### src/rtl/serial_adder_ctrl.sv
// rtl/serial_adder_ctrl.sv - bit-serial adder, one full-adder cell reused LSB first
//
// Purpose : adds two WIDTH-bit operands plus a carry-in over WIDTH clock cycles
//           using a single 1-bit full-adder cell, with a start/busy/done handshake.
// Ports   : i_clk    - system clock, rising edge
//           i_rst_n  - asynchronous active-low reset
//           i_start  - begin one addition (honoured in IDLE only)
//           i_a/i_b  - operands, sampled on the accepting edge
//           i_cin    - initial carry-in, sampled on the accepting edge
//           i_sub    - (SERIAL_ADDER_SUB_EN only) 1 = compute a - b
//           o_busy   - high while bits are being processed
//           o_done   - one-cycle pulse, o_sum/o_cout valid
//           o_sum    - registered result, held until the next accepted start
//           o_cout   - registered final carry (with i_sub: 1 = no borrow)
// Options : define SERIAL_ADDER_SUB_EN to add the i_sub port and subtract mode.
module serial_adder_ctrl #(
    parameter int WIDTH = 8
) (
    input  logic             i_clk,
    input  logic             i_rst_n,
    input  logic             i_start,
    input  logic [WIDTH-1:0] i_a,
    input  logic [WIDTH-1:0] i_b,
    input  logic             i_cin,
`ifdef SERIAL_ADDER_SUB_EN
    input  logic             i_sub,
`endif
    output logic             o_busy,
    output logic             o_done,
    output logic [WIDTH-1:0] o_sum,
    output logic             o_cout
);

    localparam int            CW       = (WIDTH > 1) ? $clog2(WIDTH) : 1;
    localparam logic [CW-1:0] LAST_BIT = CW'(WIDTH - 1);

    localparam logic [1:0] S_IDLE = 2'd0;
    localparam logic [1:0] S_RUN  = 2'd1;
    localparam logic [1:0] S_DONE = 2'd2;

    logic [1:0]       r_state;
    logic [WIDTH-1:0] r_a;
    logic [WIDTH-1:0] r_b;
    logic             r_carry;
    logic [CW-1:0]    r_cnt;
    // Partial result: only bits 0..WIDTH-2 are ever parked here; the final
    // bit comes straight from the adder cell on the last RUN edge.
    logic [WIDTH-1:1] r_res;
    logic [WIDTH-1:0] r_sum;
    logic             r_cout;
    logic             r_done;

    logic [WIDTH-1:0] w_b_load;
    logic             w_c_load;
    logic             w_axb;
    logic             w_s;
    logic             w_c;

`ifdef SERIAL_ADDER_SUB_EN
    // Two's-complement subtract: a + ~b + 1.
    assign w_b_load = i_sub ? ~i_b : i_b;
    assign w_c_load = i_sub ? 1'b1 : i_cin;
`else
    assign w_b_load = i_b;
    assign w_c_load = i_cin;
`endif

    // The single full-adder cell.
    assign w_axb = r_a[0] ^ r_b[0];
    assign w_s   = w_axb ^ r_carry;
    assign w_c   = (r_a[0] & r_b[0]) | (w_axb & r_carry);

    always_ff @(posedge i_clk or negedge i_rst_n) begin
        if (!i_rst_n) begin
            r_state <= S_IDLE;
            r_a     <= '0;
            r_b     <= '0;
            r_carry <= 1'b0;
            r_cnt   <= '0;
            r_res   <= '0;
            r_sum   <= '0;
            r_cout  <= 1'b0;
            r_done  <= 1'b0;
        end else begin
            case (r_state)
                S_IDLE: begin
                    if (i_start) begin
                        r_a     <= i_a;
                        r_b     <= w_b_load;
                        r_carry <= w_c_load;
                        r_cnt   <= '0;
                        r_state <= S_RUN;
                    end
                end
                S_RUN: begin
                    r_a     <= {1'b0, r_a[WIDTH-1:1]};
                    r_b     <= {1'b0, r_b[WIDTH-1:1]};
                    r_carry <= w_c;
                    r_res[WIDTH-1] <= w_s;
                    for (int i = 1; i < WIDTH - 1; i++) begin
                        r_res[i] <= r_res[i+1];
                    end
                    if (r_cnt == LAST_BIT) begin
                        // Publish the whole result at once so partial sums
                        // never appear on the outputs.
                        r_sum   <= {w_s, r_res};
                        r_cout  <= w_c;
                        r_done  <= 1'b1;
                        r_state <= S_DONE;
                    end else begin
                        r_cnt <= r_cnt + 1'b1;
                    end
                end
                S_DONE: begin
                    r_done  <= 1'b0;
                    r_state <= S_IDLE;
                end
                default: begin
                    r_done  <= 1'b0;
                    r_state <= S_IDLE;
                end
            endcase
        end
    end

    assign o_busy = (r_state == S_RUN);
    assign o_done = r_done;
    assign o_sum  = r_sum;
    assign o_cout = r_cout;

endmodule

### config.mk
export PLATFORM = sky130hd
export DESIGN_NAME = serial_adder_ctrl
export DESIGN_NICKNAME = d
export VERILOG_FILES = /design/src/rtl/serial_adder_ctrl.sv
export SDC_FILE = /design/constraint.sdc
export NUM_CORES = 1
export LEC_CHECK = 0
export CAP_MARGIN = 0
export CELL_PAD_IN_SITES_DETAIL_PLACEMENT = 0
export CELL_PAD_IN_SITES_GLOBAL_PLACEMENT = 1
export CORE_MARGIN = 3
export CORE_UTILIZATION = 37
export CTS_BUF_LIST = sky130_fd_sc_hd__clkbuf_2 sky130_fd_sc_hd__clkbuf_4 sky130_fd_sc_hd__clkbuf_8
export CTS_CLUSTER_DIAMETER = 30
export DETAILED_ROUTE_END_ITERATION = 16
export HOLD_SLACK_MARGIN = 0.15
export PLACE_DENSITY_LB_ADDON = 0.1
export SLEW_MARGIN = 40
export SYNTH_ARGS = -nofsm -noshare
export SYNTH_HDL_FRONTEND = slang
export SYNTH_SLANG_ARGS = --single-unit
### constraint.sdc
create_clock -name i_clk -period 3.3 [get_ports i_clk]
set_input_delay 0.99 -clock i_clk [delete_from_list [all_inputs] [get_ports i_clk]]
set_output_delay 0.99 -clock i_clk [all_outputs]
set_load 0.01 [all_outputs]
==> results of run 1 <==
## worst max path at each step
stage / depth (start not counted) / from / to
2_1_floorplan: 4 / i_start / r_a[2]
3_3_place_gp: 3 / i_start / r_b[1]
3_5_place_dp: 3 / i_start / r_b[1]
4_1_cts: 3 / r_state[1] / o_busy
5_1_grt: 3 / r_state[1] / o_busy
6_report: 3 / r_state[1] / o_busy
## stage by stage
stage | setup slack (ns) | instance area [um^2] | hold WS [ns] | std cells
floorplan | 1.481 | 1812 | 0.4750 | 145
global placement | 0.7965 | 2161 | 0.4818 | 232
detailed placement | 0.7437 | 2163 | 0.4905 | 232
CTS | 0.8075 | 2252 | 0.5088 | 240
global route | 0.7464 | 2252 | 0.5156 | 240
finish | 0.8286 | 2252 | 0.5039 | 240
## state kept, by name, summed over array words and instances (netlist names)
signal / flops
r_b: 8
o_sum: 8
o_cout: 1
r_res: 7
r_a: 8
r_cnt: 3
o_done: 1
r_carry: 1
r_state: 2
## layer usage
metal | wire, um | part of all wire | GRT usage
met1 | 1623 | 0.45 | 0.1814
met2 | 1722 | 0.48 | 0.2092
met3 | 182 | 0.051 | 0.03546
met4 | 72 | 0.020 | 0.05978
met5 | 0 | 0 | 0
## cell type report
class | count | area share
flip-flops and latches | 39 | 0.4333
multi-input cells | 81 | 0.3239
clock buffers | 6 | 0.03389
inverters | 13 | 0.02167
repair buffers | 34 | 0.1456
clock inverters | 2 | 0.005556
well taps | 65 | 0.03611
## critical path, cell delays in order (launching register included)
cell and delay (ns):
sky130_fd_sc_hd__dfrtp_1 0.37, sky130_fd_sc_hd__nand2b_1 0.15, sky130_fd_sc_hd__inv_1 0.12, sky130_fd_sc_hd__clkdlybuf4s50_1 0.55
## Yosys cell counts, drive strengths merged
library cell	number	area [um^2]
nand3	3	15.01
a211oi	7	52.55
nand2	2	7.510
a21oi	2	10.01
a221oi	1	8.760
o21bai	1	7.510
mux2	16	180.2
a211o	2	17.52
dfrtp	39	975.9
clkbuf	2	7.510
or2	1	6.260
buf	10	50.05
ha	2	25.02
or4b	7	70.07
o21ba	1	10.01
fa	1	20.02
nor4b	8	70.07
nand2b	4	25.02
o221a	7	78.83
nor3b	9	67.56
o221ai	3	26.28
inv	13	48.80
nor2	1	3.750
nor4bb	2	20.02
nand3b	1	7.510
## power breakdown
group / leakage, nW / internal, W / total [W] / switching (W)
Clock: 0.0446 / 0.000156 / 0.000324 / 0.000168
Sequential: 0.462 / 0.000704 / 0.000831 / 0.000126
Combinational: 0.446 / 0.000453 / 0.000803 / 0.000350
## cell families after synthesis
logic type / count (synthesis) / synth area share
fa+ha+maj: 3 / 0.02486
compound gates: 24 / 0.1167
mux: 16 / 0.09945
simple gates: 38 / 0.1616
buf+inv: 25 / 0.05871
flops: 39 / 0.5387
==> impl_metrics.env, run 1 <==
export IMPL_critical_path_endpoint_type="output pin"
export IMPL_worst_slew_margin_rel=0.5920
export IMPL_path_type_of_the_worst_setup_path="flop to output pin"
export IMPL_insertion_delay_ns=0.29
export IMPL_drc=0
export IMPL_netlist_area_um2=1812
export IMPL_fin_crit_sh=0.7489
export IMPL_grt_setup_unrepaired="false"
export IMPL_layout_core_utilization=0.4967
export IMPL_drive_gt1_frac=0.2114
export IMPL_grt_antenna_before_repair=0
export IMPL_peak_clock_frequency_supported_by_timing_ghz=0.4046
export IMPL_core_rowCount=24
export IMPL_vdd_drop_max_v=0.0003082
export IMPL_timing_worst_slew_pin_value_ns=0.6107
export IMPL_design_die_area_um2=5772
export IMPL_via_count_of_the_first_global_routing_pass=1306
export IMPL_worst_r2r_start="r_cnt[0]"
export IMPL_initialDrtViolationCount=73
export IMPL_post_cts_hold_buffer_count=0
export IMPL_hp_start="o_done"
export IMPL_synthToLayoutAreaGrowth_pct=24.31
export IMPL_drtPass1Iterations=4
export IMPL_worst_path_max_fanout=3
export IMPL_route_detailed_wl_per_inst_um=15.00
export IMPL_track_usage=0.1360
export IMPL_power_per_cell_area_nw_per_um2=868.8
export IMPL_max_cap_violations=0
export IMPL_critPathLaunchType="flop"
export IMPL_fillers=408
export IMPL_cts_max_level=2
export IMPL_result_of_the_run="finished, final reports clean"
export IMPL_timing_max_transition_violations_final=0
export IMPL_finClkSkew_ns=0.004101
export IMPL_detail_route_vias_per_cell=5.221
export IMPL_ctsRootBufferMaster="sky130_fd_sc_hd__clkbuf_8"
export IMPL_hold_end="o_done"
export IMPL_floorplan_die_height_um=75.98
export IMPL_period_needed_ns=2.471
export IMPL_tns_ns=0
export IMPL_die_width_um=75.98
export IMPL_cts_tree="built"
export IMPL_most_common_cell_after_layout_fill_and_taps_aside="sky130_fd_sc_hd__dfrtp_1"
export IMPL_cts_max_path_buffers=2
export IMPL_syn_num_nets=168
export IMPL_setup_violations_final=0
export IMPL_postRouteAntennaNets=0
export IMPL_post_cts_resized=0
export IMPL_commonest_non_fill_non_tap_cells_in_the_layout="sky130_fd_sc_hd__dfrtp_1 (39), sky130_fd_sc_hd__clkdlybuf4s50_1 (29), sky130_fd_sc_hd__mux2_2 (16), sky130_fd_sc_hd__inv_1 (13), sky130_fd_sc_hd__nor3b_1 (9)"
export IMPL_grt_first_pass_wirelength_um=6299
export IMPL_insertedDiodeCount=0
export IMPL_rr_endpoint="o_sum[3]"
export IMPL_setup_reg_to_reg_worst_slack_ns=1.45
export IMPL_finalWirelength_um=3600
export IMPL_placeableCoreArea_um2=4534
export IMPL_area_sequential_um2=975.9
export IMPL_cts_buffers=5
export IMPL_cp_data_arrival_time_ns=1.48
export IMPL_gpl_final_weighted_congestion=0.7004
export IMPL_power_static_leakage_nw=0.9529
export IMPL_io_buffers=30
export IMPL_multi_input_logic_area_um2=729.5
export IMPL_synthesis_area_per_instance_um2=12.49
export IMPL_overflow=0
export IMPL_pin_count_of_the_biggest_net_entering_global_routing=40
export IMPL_finalHoldViolations=0
export IMPL_yosysUniqueCellTypes=25
export IMPL_required_ns=2.31
export IMPL_hold_path_depth=2
export IMPL_yosys_warnings=0
export IMPL_dpl_hpwl_um=2376
export IMPL_hold_path_class="flop to flop"
export IMPL_register_bit_total_from_synthesis=39
export IMPL_start_util=0.3996
export IMPL_rr_worst_depth=4
export IMPL_vias_after_detailed_routing=1253
export IMPL_cts_sinks=39
export IMPL_cts_reportedPaths_clkPinSlew_ns=0.07
export IMPL_post_cts_buffers=0
export IMPL_power_w=0.001957
export IMPL_post_synthesis_sequential_area_ratio=0.5387
export IMPL_cell_count_after_synthesis=145
export IMPL_boundaryPins=31
export IMPL_final_nets=197
Note: power is estimated with default switching activity, not from simulation.
==> inputs of run 2 (changes only) <==
==> constraint.sdc (replaced) <==
create_clock -name i_clk -period 2.6 [get_ports i_clk]
set_input_delay 0.78 -clock i_clk [delete_from_list [all_inputs] [get_ports i_clk]]
set_output_delay 0.78 -clock i_clk [all_outputs]
set_load 0.01 [all_outputs]
==> run 2 against run 1 <==
  * Power increased by 29%
  * Critical path type unchanged
  * Highest routed layer unchanged
  * Wire length decreased by 0.17%
  * Non-clock buffer count increased by 1
==> impl_metrics.env, run 2 (same netlist as run 1, synthesis figures left out) <==
export IMPL_final_nets=198
export IMPL_synthToLayoutAreaGrowth_pct=25.55
export IMPL_overflow=0
export IMPL_cts_max_level=2
export IMPL_most_common_cell_after_layout_fill_and_taps_aside="sky130_fd_sc_hd__dfrtp_1"
export IMPL_insertion_delay_ns=0.29
export IMPL_setup_violations_final=0
export IMPL_boundaryPins=31
export IMPL_power_static_leakage_nw=0.9684
export IMPL_worst_slew_margin_rel=0.6323
export IMPL_p_sw_w=0.0008007
export IMPL_drtPass1Iterations=4
export IMPL_die_width_um=75.98
export IMPL_core_rowCount=24
export IMPL_critPathLaunchType="flop"
export IMPL_final_cells=241
export IMPL_commonest_non_fill_non_tap_cells_in_the_layout="sky130_fd_sc_hd__dfrtp_1 (39), sky130_fd_sc_hd__clkdlybuf4s50_1 (29), sky130_fd_sc_hd__mux2_2 (16), sky130_fd_sc_hd__inv_1 (13), sky130_fd_sc_hd__nor3b_1 (9)"
export IMPL_global_route_usage_met1=0.1754
export IMPL_io_buffers=30
export IMPL_placement_cell_area_um2=2171
export IMPL_grt_busiest_layer="met2"
export IMPL_period_needed_ns=2.255
export IMPL_power_frac_comb=0.403
export IMPL_post_cts_buffers=0
export IMPL_timing_max_transition_violations_final=0
export IMPL_timing_worst_slew_pin_value_ns=0.5499
export IMPL_grtUsageMet2=0.2128
export IMPL_worst_path_max_fanout=3
export IMPL_hold_path_class="input port to async pin"
export IMPL_critical_path_endpoint_type="output pin"
export IMPL_cts_sinks=39
export IMPL_power_share_clock=0.178
export IMPL_floorplan_die_height_um=75.98
export IMPL_final_cell_area_excluding_filler_cells_um2=2275
export IMPL_cts_buffers=5
export IMPL_grt_first_pass_wirelength_um=6272
export IMPL_route_detailed_wl_per_inst_um=14.91
export IMPL_vdd_drop_max_v=0.0004256
export IMPL_insertedDiodeCount=0
export IMPL_post_cts_hold_buffer_count=0
export IMPL_grt_antenna_before_repair=0
export IMPL_gpl_final_weighted_congestion=0.6608
export IMPL_finClkSkew_ns=0.003873
export IMPL_gr_usage_met3=0.04255
export IMPL_track_usage=0.1351
export IMPL_flop_pwr_share=0.419
export IMPL_drive_gt1_frac=0.2159
export IMPL_ctsRootBufferMaster="sky130_fd_sc_hd__clkbuf_8"
export IMPL_post_cts_resized=0
export IMPL_result_of_the_run="finished, final reports clean"
export IMPL_post_place_cells=233
export IMPL_grt_setup_unrepaired="false"
export IMPL_drc=0
export IMPL_via_count_of_the_first_global_routing_pass=1296
export IMPL_vias_after_detailed_routing=1269
export IMPL_start_util=0.3996
export IMPL_max_cap_violations=0
export IMPL_finalWirelength_um=3594
export IMPL_fillers=412
export IMPL_cp_data_arrival_time_ns=1.47
export IMPL_tns_ns=0
export IMPL_placeableCoreArea_um2=4534
export IMPL_peak_clock_frequency_supported_by_timing_ghz=0.4435
export IMPL_power_per_cell_area_nw_per_um2=1112
export IMPL_required_ns=1.82
export IMPL_fin_crit_sh=0.8672
export IMPL_postRouteAntennaNets=0
export IMPL_initialDrtViolationCount=93
export IMPL_dpl_hpwl_um=2350
export IMPL_path_type_of_the_worst_setup_path="flop to output pin"
export IMPL_cts_tree="built"
export IMPL_power_switching_share=0.3167
export IMPL_power_w=0.002528
export IMPL_detail_route_vias_per_cell=5.266
export IMPL_pin_count_of_the_biggest_net_entering_global_routing=40
export IMPL_design_die_area_um2=5772
export IMPL_cts_max_path_buffers=2
export IMPL_cts_reportedPaths_clkPinSlew_ns=0.07
export IMPL_p_int_w=0.001728
export IMPL_finalHoldViolations=0
[run 2: path summary, 6_finish.rpt]
path	startpoint	slack, ns	to	cells after the start
setup / recovery	r_state[1]	0.35	o_busy	3
hold / removal	i_rst_n	0.45	o_sum[4]	1
setup reg to reg	r_cnt[0]	0.74	o_sum[3]	4
hold reg to reg	o_sum[2]	0.50	o_sum[2]	1
max in group asynchronous	i_rst_n	1.81	r_a[5]	1
min in group i_clk	o_sum[2]	0.50	o_sum[2]	1
[run 2: area by class of cell]
cell class,count,area (um^2),area share
clock buffer,8,103.9,0.04565
sequential,39,975.9,0.4290
inverter,13,48.80,0.02145
tap,65,81.33,0.03575
multi-input combinational,81,729.5,0.3207
timing repair buffer,35,335.3,0.1474
[run 2: power groups by stage]
stage	logic, W	registers (W)	clock network (W)
2_1_floorplan	0.000662	0.00107	0
3_3_place_gp	0.00100	0.00106	0
5_1_grt	0.00113	0.00110	0.000491
3_5_place_dp	0.00103	0.00107	0
6_report	0.00102	0.00106	0.000450
4_1_cts	0.00103	0.00106	0.000468
[run 2: stage by stage]
| step | hold slack, ns | setup slack, ns | util |
|---|---|---|---|
| finish | 0.4496 | 0.3453 | 0.5017 |
| global route | 0.4823 | 0.2593 | 0.5017 |
| CTS | 0.4720 | 0.3183 | 0.5017 |
| detailed placement | 0.4943 | 0.3726 | 0.4788 |
| global placement | 0.4852 | 0.3999 | 0.4782 |
| floorplan | 0.4750 | 0.9910 | - |
[run 2: layer usage]
| layer | vias to the layer above | share of wire |
|---|---|---|
| met5 | - | 0 |
| met2 | 31 | 0.47 |
| met1 | 637 | 0.46 |
| li1 | 597 | - |
| met3 | 4 | 0.052 |
| met4 | 0 | 0.012 |
[run 2: critical path, cell delays in order (launching register included)]
cell,delay [ns]
sky130_fd_sc_hd__dfrtp_1,0.38
sky130_fd_sc_hd__nand2b_1,0.15
sky130_fd_sc_hd__inv_1,0.11
sky130_fd_sc_hd__clkdlybuf4s50_1,0.55
==> inputs of run 3 (changes only) <==
--- a/config.mk
+++ b/config.mk
@@ -11,11 +11,10 @@
 export CORE_MARGIN = 3
 export CORE_UTILIZATION = 37
 export CTS_BUF_LIST = sky130_fd_sc_hd__clkbuf_2 sky130_fd_sc_hd__clkbuf_4 sky130_fd_sc_hd__clkbuf_8
-export CTS_CLUSTER_DIAMETER = 30
+export CTS_CLUSTER_DIAMETER = 50
 export DETAILED_ROUTE_END_ITERATION = 16
 export HOLD_SLACK_MARGIN = 0.15
 export PLACE_DENSITY_LB_ADDON = 0.1
-export SLEW_MARGIN = 40
 export SYNTH_ARGS = -nofsm -noshare
 export SYNTH_HDL_FRONTEND = slang
 export SYNTH_SLANG_ARGS = --single-unit
==> run 3 against run 2 <==
  * First-iteration DRC count fell by 13%
  * Flip-flop and latch count stayed put
  * Design area fell by 0.11%
  * Clock skew hardly changed
  * Via count down 0.32%
  * Sequential share of layout area about the same
  * Non-clock buffer count did not move
  * Clock-buffer cell count is the same
  * Final cell count is the same
  * Critical endpoint unchanged
==> impl_metrics.env, run 3 (same netlist as run 1, synthesis figures left out) <==
export IMPL_result_of_the_run="finished, final reports clean"
export IMPL_grtUsageMet2=0.2137
export IMPL_critPathLaunchType="flop"
export IMPL_core_rowCount=24
export IMPL_cts_tree="built"
export IMPL_overflow=0
export IMPL_drive_gt1_frac=0.2159
export IMPL_route_detailed_wl_per_inst_um=14.74
export IMPL_vdd_drop_max_v=0.0004387
export IMPL_pin_count_of_the_biggest_net_entering_global_routing=40
export IMPL_cts_max_path_buffers=2
export IMPL_finalHoldViolations=0
export IMPL_final_nets=198
export IMPL_tns_ns=0
export IMPL_ctsRootBufferMaster="sky130_fd_sc_hd__clkbuf_8"
export IMPL_drc=0
export IMPL_cts_buffers=5
export IMPL_track_usage=0.1351
export IMPL_path_type_of_the_worst_setup_path="flop to output pin"
export IMPL_post_cts_buffers=0
export IMPL_postRouteAntennaNets=0
export IMPL_insertedDiodeCount=0
export IMPL_hold_path_class="flop to flop"
export IMPL_via_count_of_the_first_global_routing_pass=1309
export IMPL_grt_first_pass_wirelength_um=6265
export IMPL_synthToLayoutAreaGrowth_pct=25.41
export IMPL_commonest_non_fill_non_tap_cells_in_the_layout="sky130_fd_sc_hd__dfrtp_1 (39), sky130_fd_sc_hd__clkdlybuf4s50_1 (29), sky130_fd_sc_hd__mux2_2 (16), sky130_fd_sc_hd__inv_1 (13), sky130_fd_sc_hd__nor3b_1 (9)"
export IMPL_cp_data_arrival_time_ns=1.47
export IMPL_power_static_leakage_nw=0.9675
export IMPL_detail_route_vias_per_cell=5.249
export IMPL_post_cts_hold_buffer_count=0
export IMPL_most_common_cell_after_layout_fill_and_taps_aside="sky130_fd_sc_hd__dfrtp_1"
export IMPL_gpl_final_weighted_congestion=0.6608
export IMPL_vias_after_detailed_routing=1265
export IMPL_finalWirelength_um=3552
export IMPL_gr_usage_met3=0.04374
export IMPL_initialDrtViolationCount=81
export IMPL_global_route_usage_met1=0.1739
export IMPL_dpl_hpwl_um=2346
export IMPL_worst_path_max_fanout=3
export IMPL_timing_max_transition_violations_final=0
export IMPL_grt_antenna_before_repair=0
export IMPL_placeableCoreArea_um2=4534
export IMPL_design_die_area_um2=5772
export IMPL_grt_busiest_layer="met2"
export IMPL_grt_setup_unrepaired="false"
export IMPL_setup_violations_final=0
export IMPL_insertion_delay_ns=0.29
export IMPL_max_cap_violations=0
export IMPL_post_cts_resized=0
export IMPL_drtPass1Iterations=4
export IMPL_timing_worst_slew_pin_value_ns=0.8522
export IMPL_fin_crit_sh=0.8672
export IMPL_cts_reportedPaths_clkPinSlew_ns=0.07
export IMPL_power_per_cell_area_nw_per_um2=1111
export IMPL_worst_slew_margin_rel=0.4318
export IMPL_boundaryPins=31
export IMPL_required_ns=1.82
export IMPL_cts_max_level=2
export IMPL_start_util=0.3996
export IMPL_die_width_um=75.98
export IMPL_cts_sinks=39
export IMPL_period_needed_ns=2.255
export IMPL_layout_core_utilization=0.5011
export IMPL_finClkSkew_ns=0.003993
export IMPL_peak_clock_frequency_supported_by_timing_ghz=0.4435
export IMPL_floorplan_die_height_um=75.98
export IMPL_io_buffers=30
export IMPL_critical_path_endpoint_type="output pin"
[run 3: area by class of cell]
class,instances,area [um^2]
Inverter,13,48.80
Sequential cell,39,975.9
Multi-Input combinational cell,81,729.5
Timing Repair Buffer,35,332.8
Fill cell,408,2262
Tap cell,65,81.33
Clock buffer,8,103.9
[run 3: worst max-delay path: stages, from the launching register on]
cell                              delay (ns)
sky130_fd_sc_hd__dfrtp_1                0.38
sky130_fd_sc_hd__nand2b_1               0.15
sky130_fd_sc_hd__inv_1                  0.11
sky130_fd_sc_hd__clkdlybuf4s50_1        0.55
[run 3: path summary, 6_finish.rpt]
kind	from	endpoint	slack (ns)	cells past startpoint
worst max-delay path	r_state[1]	o_busy	0.35	3
worst max register to register	r_cnt[0]	o_sum[1]	0.77	4
worst min register to register	o_sum[2]	o_sum[2]	0.50	1
worst min-delay path	o_sum[2]	o_sum[2]	0.50	1
min in group asynchronous	i_rst_n	o_sum[4]	0.60	1
max in group asynchronous	i_rst_n	o_sum[2]	1.46	1
[run 3: stage by stage]
step | total power (W) | hold slack (ns) | instance area (um^2) | instances | setup WS [ns]
after detailed placement | 0.002101 | 0.4943 | 2168 | 233 | 0.3719
after floorplan | 0.001728 | 0.4750 | 1812 | 145 | 0.9910
after global routing | 0.002720 | 0.5187 | 2272 | 241 | 0.2593
after CTS | 0.002561 | 0.5111 | 2272 | 241 | 0.3183
final | 0.002524 | 0.5045 | 2272 | 241 | 0.3454
after global placement | 0.002058 | 0.4852 | 2168 | 233 | 0.3999
[run 3: power by group]
group,switching [W],internal [W],leakage (nW)
logic,0.000435,0.000579,0.450
registers,0.000163,0.000895,0.462
clock network,0.000200,0.000252,0.0549
[run 3: layer usage]
metal,part of all wire,wire length (um)
met5,0,0
met4,0.012,42
met3,0.055,194
met2,0.48,1695
met1,0.46,1619
